[config.mk]
export PLATFORM = sky130hd
export DESIGN_NAME = btb_branch_predictor
export DESIGN_NICKNAME = d
export VERILOG_FILES = /design/src/rtl/bp_pkg.sv /design/src/rtl/btb_array.sv /design/src/rtl/btb_branch_predictor.sv
export SDC_FILE = /design/constraint.sdc
export NUM_CORES = 2
export LEC_CHECK = 0
export BUFFER_PORTS_ARGS = -buffer_cell sky130_fd_sc_hd__buf_2
export CORE_ASPECT_RATIO = 0.75
export CORE_MARGIN = 5
export CORE_UTILIZATION = 48
export CTS_CLUSTER_SIZE = 14
export DETAILED_ROUTE_END_ITERATION = 16
export GPL_ROUTABILITY_DRIVEN = 0
export PLACE_DENSITY = 0.7
export SYNTH_ARGS = -nofsm -noshare
export SYNTH_HDL_FRONTEND = slang
export SYNTH_HIERARCHICAL = 1
export SYNTH_SLANG_ARGS = --single-unit
export TNS_END_PERCENT = 100
[constraint.sdc]
create_clock -name clk -period 8.3 [get_ports clk]
set_input_delay 1.245 -clock clk [delete_from_list [all_inputs] [get_ports clk]]
set_output_delay 1.245 -clock clk [all_outputs]
set_load 0.005 [all_outputs]
[src/rtl/bp_pkg.sv]
// bp_pkg: shared types and constants for the BTB/bimodal branch predictor
package bp_pkg;
  localparam logic [1:0] PHT_INIT = 2'b01;
  localparam logic [6:0] OP_BR = 7'h63;
  typedef struct packed {
    logic        valid;
    logic        taken;
    logic [31:0] target;
  } bp_carry_t;
  function automatic logic [1:0] sat2(input logic [1:0] c, input logic up);
    return up ? (c == 2'b11 ? c : c + 2'b01) : (c == 2'b00 ? c : c - 2'b01);
  endfunction
endpackage

[src/rtl/btb_array.sv]
// btb_array: direct-mapped branch target buffer, combinational read, synchronous write
module btb_array import bp_pkg::*; #(
  parameter int IDX = 5
) (
  input  logic        clk,
  input  logic        rst,
  input  logic [31:0] rd_pc_i,
  output logic        hit_o,
  output logic [31:0] target_o,
  input  logic        we_i,
  input  logic [31:0] wr_pc_i,
  input  logic [31:0] wr_target_i
);
  localparam int N = 1 << IDX;
  localparam int TW = 30 - IDX;
  logic [N-1:0]    valid_q;
  logic [TW-1:0]   tag_q [N];
  logic [31:0]     tgt_q [N];
  logic [IDX-1:0]  ri, wi;
  assign ri = rd_pc_i[IDX+1:2];
  assign wi = wr_pc_i[IDX+1:2];
  assign hit_o = valid_q[ri] && (tag_q[ri] == rd_pc_i[31:IDX+2]);
  assign target_o = tgt_q[ri];
  always_ff @(posedge clk) begin
    if (rst) valid_q <= '0;
    else if (we_i) valid_q[wi] <= 1'b1;
  end
  // payload needs no reset: it is only observed through a set valid bit
  always_ff @(posedge clk) begin
    if (!rst && we_i) begin
      tag_q[wi] <= wr_pc_i[31:IDX+2];
      tgt_q[wi] <= wr_target_i;
    end
  end
endmodule

[src/rtl/btb_branch_predictor.sv]
// btb_branch_predictor: BTB + bimodal PHT fetch predictor with prediction carry pipe to EX
module btb_branch_predictor import bp_pkg::*; #(
  parameter int PHT_IDX   = 8,
  parameter int BTB_IDX   = 5,
  parameter int RES_DEPTH = 2
) (
  input  logic        clk,
  input  logic        rst,
  input  logic        loadReg,
  input  logic [31:0] pc_IF,
  input  logic [31:0] instr_IF,
  output logic        pred_branch_taken,
  output logic [31:0] pred_target,
  output logic        btb_hit,
  output logic        is_curr_branch,
  input  logic        ex_valid,
  input  logic [31:0] ex_pc,
  input  logic        ex_is_branch,
  input  logic        ex_taken,
  input  logic [31:0] ex_target,
  output logic        is_prev_branch,
  output logic        prev_branch_taken,
  output logic        prev_pred_branch_taken,
  output logic        mispredict,
  output logic [31:0] redirect_pc
);
  localparam int PN = 1 << PHT_IDX;
  logic [1:0]  pht_q [PN];
  bp_carry_t   carry_q [RES_DEPTH];
  logic [31:0] btb_tgt;
  logic        upd;
  assign is_curr_branch = instr_IF[6:0] == OP_BR;
  btb_array #(.IDX(BTB_IDX)) u_btb (
    .clk         (clk),
    .rst         (rst),
    .rd_pc_i     (pc_IF),
    .hit_o       (btb_hit),
    .target_o    (btb_tgt),
    .we_i        (upd & ex_taken),
    .wr_pc_i     (ex_pc),
    .wr_target_i (ex_target)
  );
  assign pred_branch_taken = btb_hit & is_curr_branch & pht_q[pc_IF[PHT_IDX+1:2]][1];
  assign pred_target = pred_branch_taken ? btb_tgt : pc_IF + 32'd4;
  assign is_prev_branch = ex_valid & ex_is_branch;
  assign prev_branch_taken = is_prev_branch & ex_taken;
  assign prev_pred_branch_taken = carry_q[RES_DEPTH-1].valid & carry_q[RES_DEPTH-1].taken;
  assign mispredict = is_prev_branch & ((prev_pred_branch_taken != ex_taken) |
                      (ex_taken & (carry_q[RES_DEPTH-1].target != ex_target)));
  assign redirect_pc = ex_taken ? ex_target : ex_pc + 32'd4;
  assign upd = loadReg & is_prev_branch;
  always_ff @(posedge clk) begin
    if (rst) for (int i = 0; i < PN; i++) pht_q[i] <= PHT_INIT;
    else if (upd) pht_q[ex_pc[PHT_IDX+1:2]] <= sat2(pht_q[ex_pc[PHT_IDX+1:2]], ex_taken);
  end
  // a resolved mispredict squashes every younger prediction still in flight
  always_ff @(posedge clk) begin
    if (rst || (loadReg && mispredict)) begin
      for (int i = 0; i < RES_DEPTH; i++) carry_q[i] <= '0;
    end else if (loadReg) begin
      carry_q[0] <= '{valid: is_curr_branch, taken: pred_branch_taken, target: pred_target};
      for (int i = 1; i < RES_DEPTH; i++) carry_q[i] <= carry_q[i-1];
    end
  end
endmodule

Yosys cells after proc, flatten, opt, wreduce, memory -nomap -nowiden
Memories as Yosys holds them, arrays and structs flattened.
Cells that the tools add are included.
W data, S select, Z words.
- flip-flop bits (word level): 32
- bits in latches: 0
- RAM bits: 2404
- memory bits (read-only): 0
- bits of input ports: 134
- output and inout bits: 71
- word-level logic and storage cells: 64
- memories: 4
- memories (name ; depth ; bits a word ; rd ports ; clocked after memory_dff ; write ports ; RTL line ; text):
    u_btb.tgt_q ; 32 ; 32 ; 1 ; 0 ; 1 ; btb_array.sv:18 ; logic [31:0] tgt_q [N];
    u_btb.tag_q ; 32 ; 25 ; 1 ; 0 ; 1 ; btb_array.sv:17 ; logic [TW-1:0] tag_q [N];
    pht_q ; 256 ; 2 ; 2 ; 0 ; 256 ; btb_branch_predictor.sv:28 ; logic [1:0] pht_q [PN];
    carry_q ; 2 ; 34 ; 2 ; 0 ; 2 ; btb_branch_predictor.sv:29 ; bp_carry_t carry_q [RES_DEPTH];
- $add $sub $neg: 4
- multipliers: 0
- div/mod/pow operators: 0
- $lt $le $gt $ge: 3
- equal/unequal tests: 5
- shift operators: 0
- mux-type cells: 26
- bitwise gates (word level): 13
- reductions and logical operators: 8
- operator list (operator ; count):
    $mux W34 ; 2
    $add A32 B3 Y32 const B ; 2
    $mux W32 ; 2
    $ne A32 B32 Y1 ; 1
    $or A32 B32 Y32 ; 1
    $eq A25 B25 Y1 ; 1
    $mux W1 ; 15
    $lt A5 B6 Y1 const B ; 2
    $and A1 B1 Y1 ; 9
    $mux W2 ; 4
    $mux W8 ; 1
    $eq A7 B7 Y1 const B ; 1
    $bmux W1 S5 ; 1
    $demux W1 S5 ; 1
    $ge A5 B1 Y1 const B ; 1
    $logic_and A1 B1 Y1 ; 4
    $or A1 B1 Y1 ; 3
    $add A2 B1 Y2 const B ; 1
    $eq A2 B2 Y1 const B ; 1
    $logic_not A2 Y1 ; 1
    $reduce_or A2 Y1 ; 1
    $sub A2 B1 Y2 const B ; 1
    $logic_not A1 Y1 ; 1
    $logic_or A1 B1 Y1 ; 1
    $ne A1 B1 Y1 ; 1

Depth between registers and ports, before layout
- word-level depth: 9
- gate-level depth with buffers: 20
- gate-level depth less buffers: 13

Cells and area by module
Netlist, hierarchy kept.
- by module, submodules not included (module ; times used ; cells each ; area each (sq um) ; seq. area each (sq um)):
    btb_array ; 1 ; 3100 ; 71208.3 ; 55413.1
    btb_branch_predictor ; 1 ; 2719 ; 32553.7 ; 17416.7

Least setup slack after synthesis
OpenSTA, ideal clock, no wires.
- path type: input to output
- start point: input pc_IF[3]
- end point: output pred_target[10]
- arrival: 4.471 ns
- data required time: 7.055 ns
- path slack: 2.584 ns
- cell stages on the path: 16
- buffers on the path: 6
- cell sequence: buf_6 -> buf_2 -> buf_8 -> buf_8 -> buf_2 -> mux4_2 -> a221oi_1 -> mux2i_1 -> xnor2_1 -> nand4_1 -> nor4_2 -> nand2_1 -> a311oi_1 -> a32oi_1 -> buf_2 -> mux2_2
- cells in the longest elaborated chain, start to end: 6
- elaborated cells between the ends (all ways): 11
- those cells by class: 1 x add/sub; 1 x eq/ne; 3 x mux; 2 x bitwise; 1 x reduce/logical; 3 x memory
- ends and longest elaborated chain (element ; RTL line ; text):
    from (decl) ; btb_branch_predictor.sv:10 ; input logic [31:0] pc_IF,
    $mem_v2 Z32 W25 / $bmux W1 S5 (equally long branches) ; - ;
    $eq A25 B25 Y1 / $mux W1 (equally long branches) ; btb_array.sv:22 ; assign hit_o = valid_q[ri] && (tag_q[ri] == rd_pc_i[31:IDX+2]);
    $logic_and A1 B1 Y1 (*) ; btb_array.sv:22 ;
    named net btb_hit ; btb_branch_predictor.sv:14 ; output logic btb_hit,
    $and A1 B1 Y1 (*) (2 in a row) ; btb_branch_predictor.sv:43 ; assign pred_branch_taken = btb_hit & is_curr_branch & pht_q[pc_IF[PHT_IDX+1:2]][1];
    $mux W32 (*) ; btb_branch_predictor.sv:44 ; assign pred_target = pred_branch_taken ? btb_tgt : pc_IF + 32'd4;
    to (decl) ; btb_branch_predictor.sv:13 ; output logic [31:0] pred_target,
The timed path passes the listed nets; every way through them passes the cells marked *. The select of a mux whose other input is x is not followed.

Worst setup path in the final report
- start point: input pc_IF[2]
- end point: output pred_target[13]
- cells in the longest elaborated chain, start to end: 6
- elaborated cells between the ends (all ways): 11
- those cells by class: 1 x add/sub; 1 x eq/ne; 3 x mux; 2 x bitwise; 1 x reduce/logical; 3 x memory
- ends and longest elaborated chain (element ; RTL line):
    $mem_v2 Z32 W25 / $bmux W1 S5 (equally long branches) ; -
    $eq A25 B25 Y1 / $mux W1 (equally long branches) ; btb_array.sv:22
    $logic_and A1 B1 Y1 ; btb_array.sv:22
    $and A1 B1 Y1 (2 in a row) ; btb_branch_predictor.sv:43
    $mux W32 (*) ; btb_branch_predictor.sv:44
Mark *: on every way between the ends. The rest lies on a longest branch, timed or not. The select of a mux whose other input is x is not followed.

==> flow_summary.json <==
{
  "wire_per_inst_um": 34.6,
  "globalRouteTotalUtil_pct": 27.0,
  "cts_root_buffer": "clkbuf_16",
  "finalSetupTns_ns": 0,
  "critical_path_peak_fanout": 56,
  "achievable-frequency_ghz": 0.133,
  "drt_first_iter_violations": 10200,
  "max_stage_delay_ns": 0.44,
  "rsz_0062_raised_after_global_routing": "no",
  "setup_viol_count_final": 0,
  "hold_path_class": "reg -> reg",
  "area_of_combinational_cells_with_multiple_inputs_um2": 28700,
  "netSwitchingFraction_pct": 22.6,
  "remaining_drc_errors": 0,
  "post-synth-top-area-fraction_pct": 69.6,
  "run_status": "finished, final reports clean",
  "ctsHoldBuffers": 0,
  "numClockSinks": 2436,
  "netlist_area_um2": 104000,
  "layout-drive-gt1-share_pct": 23.9,
  "chipWidth_um": 547,
  "topRoutingLayerUsed": "met5",
  "post_cts.repair.setup_buffers": 0,
  "power_frac_comb_pct": 7.3,
  "numCtsBuffers": 229,
  "crit_chain": "buf_8 -> inv_1 -> nand2_1 -> o22ai_1 -> nor4_1 -> buf_4 -> xor2_1 -> nor4_2 -> buf_4 -> nand4_1 -> nor4_2 -> nand2_1 -> a311oi_1 -> buf_4 -> a32oi_4 -> buf_12 -> mux2_2 -> buf_2",
  "final_max_slew_viol_count": 0,
  "nNetsFinal": 6089,
  "hold_violations": 0,
  "design.core.area_um2": 214000,
  "num-fill-cells": 16500,
  "most_used_standard_cell_by_instance_count_after_synthesis": "edfxtp_1",
  "std_cell_rows": 147,
  "fin_worst_hold_slack_ns": 0.477,
  "wirelength_mm": 310,
  "yosys_warnings": 6,
  "timing.critical_path.from_type": "primary input",
  "clkPwrFrac_pct": 39.3,
  "synth_fp_nets": 5958,
  "max_cap_viol_count": 0,
  "drt_pass1_iterations": 9,
  "synth_top_cells_by_count": "edfxtp_1 (2404), mux4_2 (626), nand2_1 (288), nor3_1 (285), clkbuf_1 (275)",
  "max_slew_margin_pct": 11.5,
  "met3WireLength_mm": 42.4,
  "post_synth_inst_count": 5819,
  "buffer_ports.inserted": 179,
  "synth_to_final_area_change_pct": 11.1,
  "dpl.hpwl_mm": 180,
  "post_cts_resize_count": 0,
  "viasPerCell": 6.79,
  "crit_arrival_ns": 6.29,
  "placed_cell_area_um2": 108000,
  "finish.instance_area_um2": 115000,
  "cts_tree": "yes",
  "yosysTopAreaCell": "edfxtp_1",
  "cts.path.max_buffers": 4,
  "p_leak_nw": 36.8,
  "path_delay_family": "simple AND/OR/NAND/NOR gates",
  "vias": 60800,
  "synth-seq-cells": 2436,
  "synth_enable_flop_cells": 2404,
  "fin_util_pct": 53.7,
  "synth_top_cells_by_area": "edfxtp_1 (70%), mux4_2 (14%), mux2i_1 (1.9%), a21o_1 (1.4%), nor3_1 (1.4%)",
  "worst_skew_pair.late_latency_ns": 0.91,
  "switching_power_w": 0.00576,
  "postSynth.asyncResetShare_pct": 0,
  "required_time_at_the_worst_slack_endpoint_ns": 7.05,
  "antenna_violating_nets_post_route": 0,
  "grt_start_max_net_pins": 185,
  "final-seq-area_um2": 72800,
  "power.sequential.fraction_pct": 53.4,
  "initial_cell_density_of_the_core_pct": 48.4,
  "slowest_stage": "buf_8",
  "vdd_drop_max_uv": 201,
  "clk_pin_slew_worst_paths_ns": 0.06,
  "timing.final.crit_share_pct": 90.7,
  "p_total_w": 0.0255,
  "netlist-cell-type-count": 80,
  "grt_antenna_before_repair": 19,
  "share_of_the_yosys_chip_area_belonging_to_registers_pct": 70.2,
  "wire_length_on_met1_mm": 117,
  "avgSynthCellArea_um2": 17.8,
  "timing.critical_path.buf_inv": 7,
  "power.internal_w": 0.0198,
  "globalRouteOverflowTotal": 0,
  "crit_top_cell": "buf_4",
  "worstSetupEndpointType": "output pin",
  "worstSetupPathType": "in -> out",
  "commonest_register_cell_after_synthesis": "edfxtp_1",
  "h_tree_level_count": 4,
  "routed-wl-met2_mm": 135,
  "via_count_of_the_first_global_routing_pass": 58700,
  "vert_die_dim_um": 413,
  "period_minus_slack_ns": 7.53,
  "io_pins": 205,
  "fp.dieArea_um2": 226000,
  "power-per-cell-area_nw_per_um2": 222,
  "worst_slew_pin_slew_ns": 1.32,
  "timing.clock.skew_ns": 0.117,
  "grt_pass1_wl_mm": 437
}
power by group through the flow:
stage	logic, W	clock network [W]	registers, W
3_5_place_dp	0.00182	0	0.0139
6_report	0.00186	0.0100	0.0136
3_3_place_gp	0.00179	0	0.0139
5_1_grt	0.00193	0.0107	0.0136
4_1_cts	0.00182	0.0101	0.0136
2_1_floorplan	0.00109	0	0.0139
tightest hold or removal path: cells and delay by family (launching register included):
family          cells  cell delay (ns)
compound gates      1             0.07
buf+inv             1             0.05
flops               1             0.31
metrics by stage:
stage               setup slack [ns]  instances
finish                         0.769       8960
global route                   0.562       8953
CTS                            0.771       8951
detailed placement             0.785       8550
global placement               0.772       8550
floorplan                       2.58       5819
cell type report:
| cell class | instances | share of cell area (%) |
|---|---|---|
| antenna | 9 | 0.0195 |
| clock buffer | 287 | 5.22 |
| clock inverter | 114 | 0.825 |
| inverter | 45 | 0.148 |
| multi-input combinational | 2836 | 24.9 |
| sequential | 2436 | 63.2 |
| tap | 2831 | 3.07 |
| timing repair buffer | 402 | 2.66 |
placed cells by master (no fill, tap or decap), types with 16 or more instances in the layout:
cell type,n
buf_12,34
edfxtp_1,2404
nand4_1,69
or2_2,29
clkbuf_1,54
nor3_1,283
mux2i_1,194
nor4_1,16
nor2b_1,28
xor2_1,59
mux4_2,626
o21ai_0,42
nand2b_1,23
clkbuf_16,232
a22oi_1,69
xnor2_1,52
mux2_2,46
buf_2,170
nand3_1,272
clkinv_1,53
clkinv_2,35
o22ai_1,65
inv_1,43
nor2_1,104
dfxtp_1,32
o21bai_1,34
nor2_4,34
nand2_1,282
buf_4,191
a21o_1,195
a21oi_1,19
and2_1,85
worst paths after layout:
path                     startpoint                end  slack [ns]  cells after the start
setup / recovery           pc_IF[2]    pred_target[13]        0.77                     18
hold / removal    u_btb/valid_q[24]  u_btb/valid_q[24]        0.48                      2
setup reg to reg       pht_q[63][0]      pht_q[103][1]        3.41                     10
hold reg to reg   u_btb/valid_q[24]  u_btb/valid_q[24]        0.48                      2
sequential cells by signal (all words and copies together) (netlist names):
register       cells
u_btb/tgt_q     1024
u_btb/tag_q      800
pht_q            512
carry_q           68
u_btb/valid_q     32
metal layers:
metal  vias to the layer above  global-route usage, %
met1                     31600                   38.5
met5                         -                  0.299
met2                      4576                   38.9
met4                         8                   11.5
li1                      23800                      -
met3                       786                   8.10
kinds of logic after synthesis:
family / Yosys count / synth area share [%]
flip-flops: 2436 / 70.2
AND/OR/NAND/NOR: 1303 / 6.23
multiplexers: 880 / 16.3
buffers and inverters: 547 / 2.49
AO/OA/AOI/OAI: 535 / 3.76
XOR/XNOR: 111 / 0.937
adder cells (fa/ha/maj): 7 / 0.0808
Note: power is estimated with default switching activity, not from simulation.
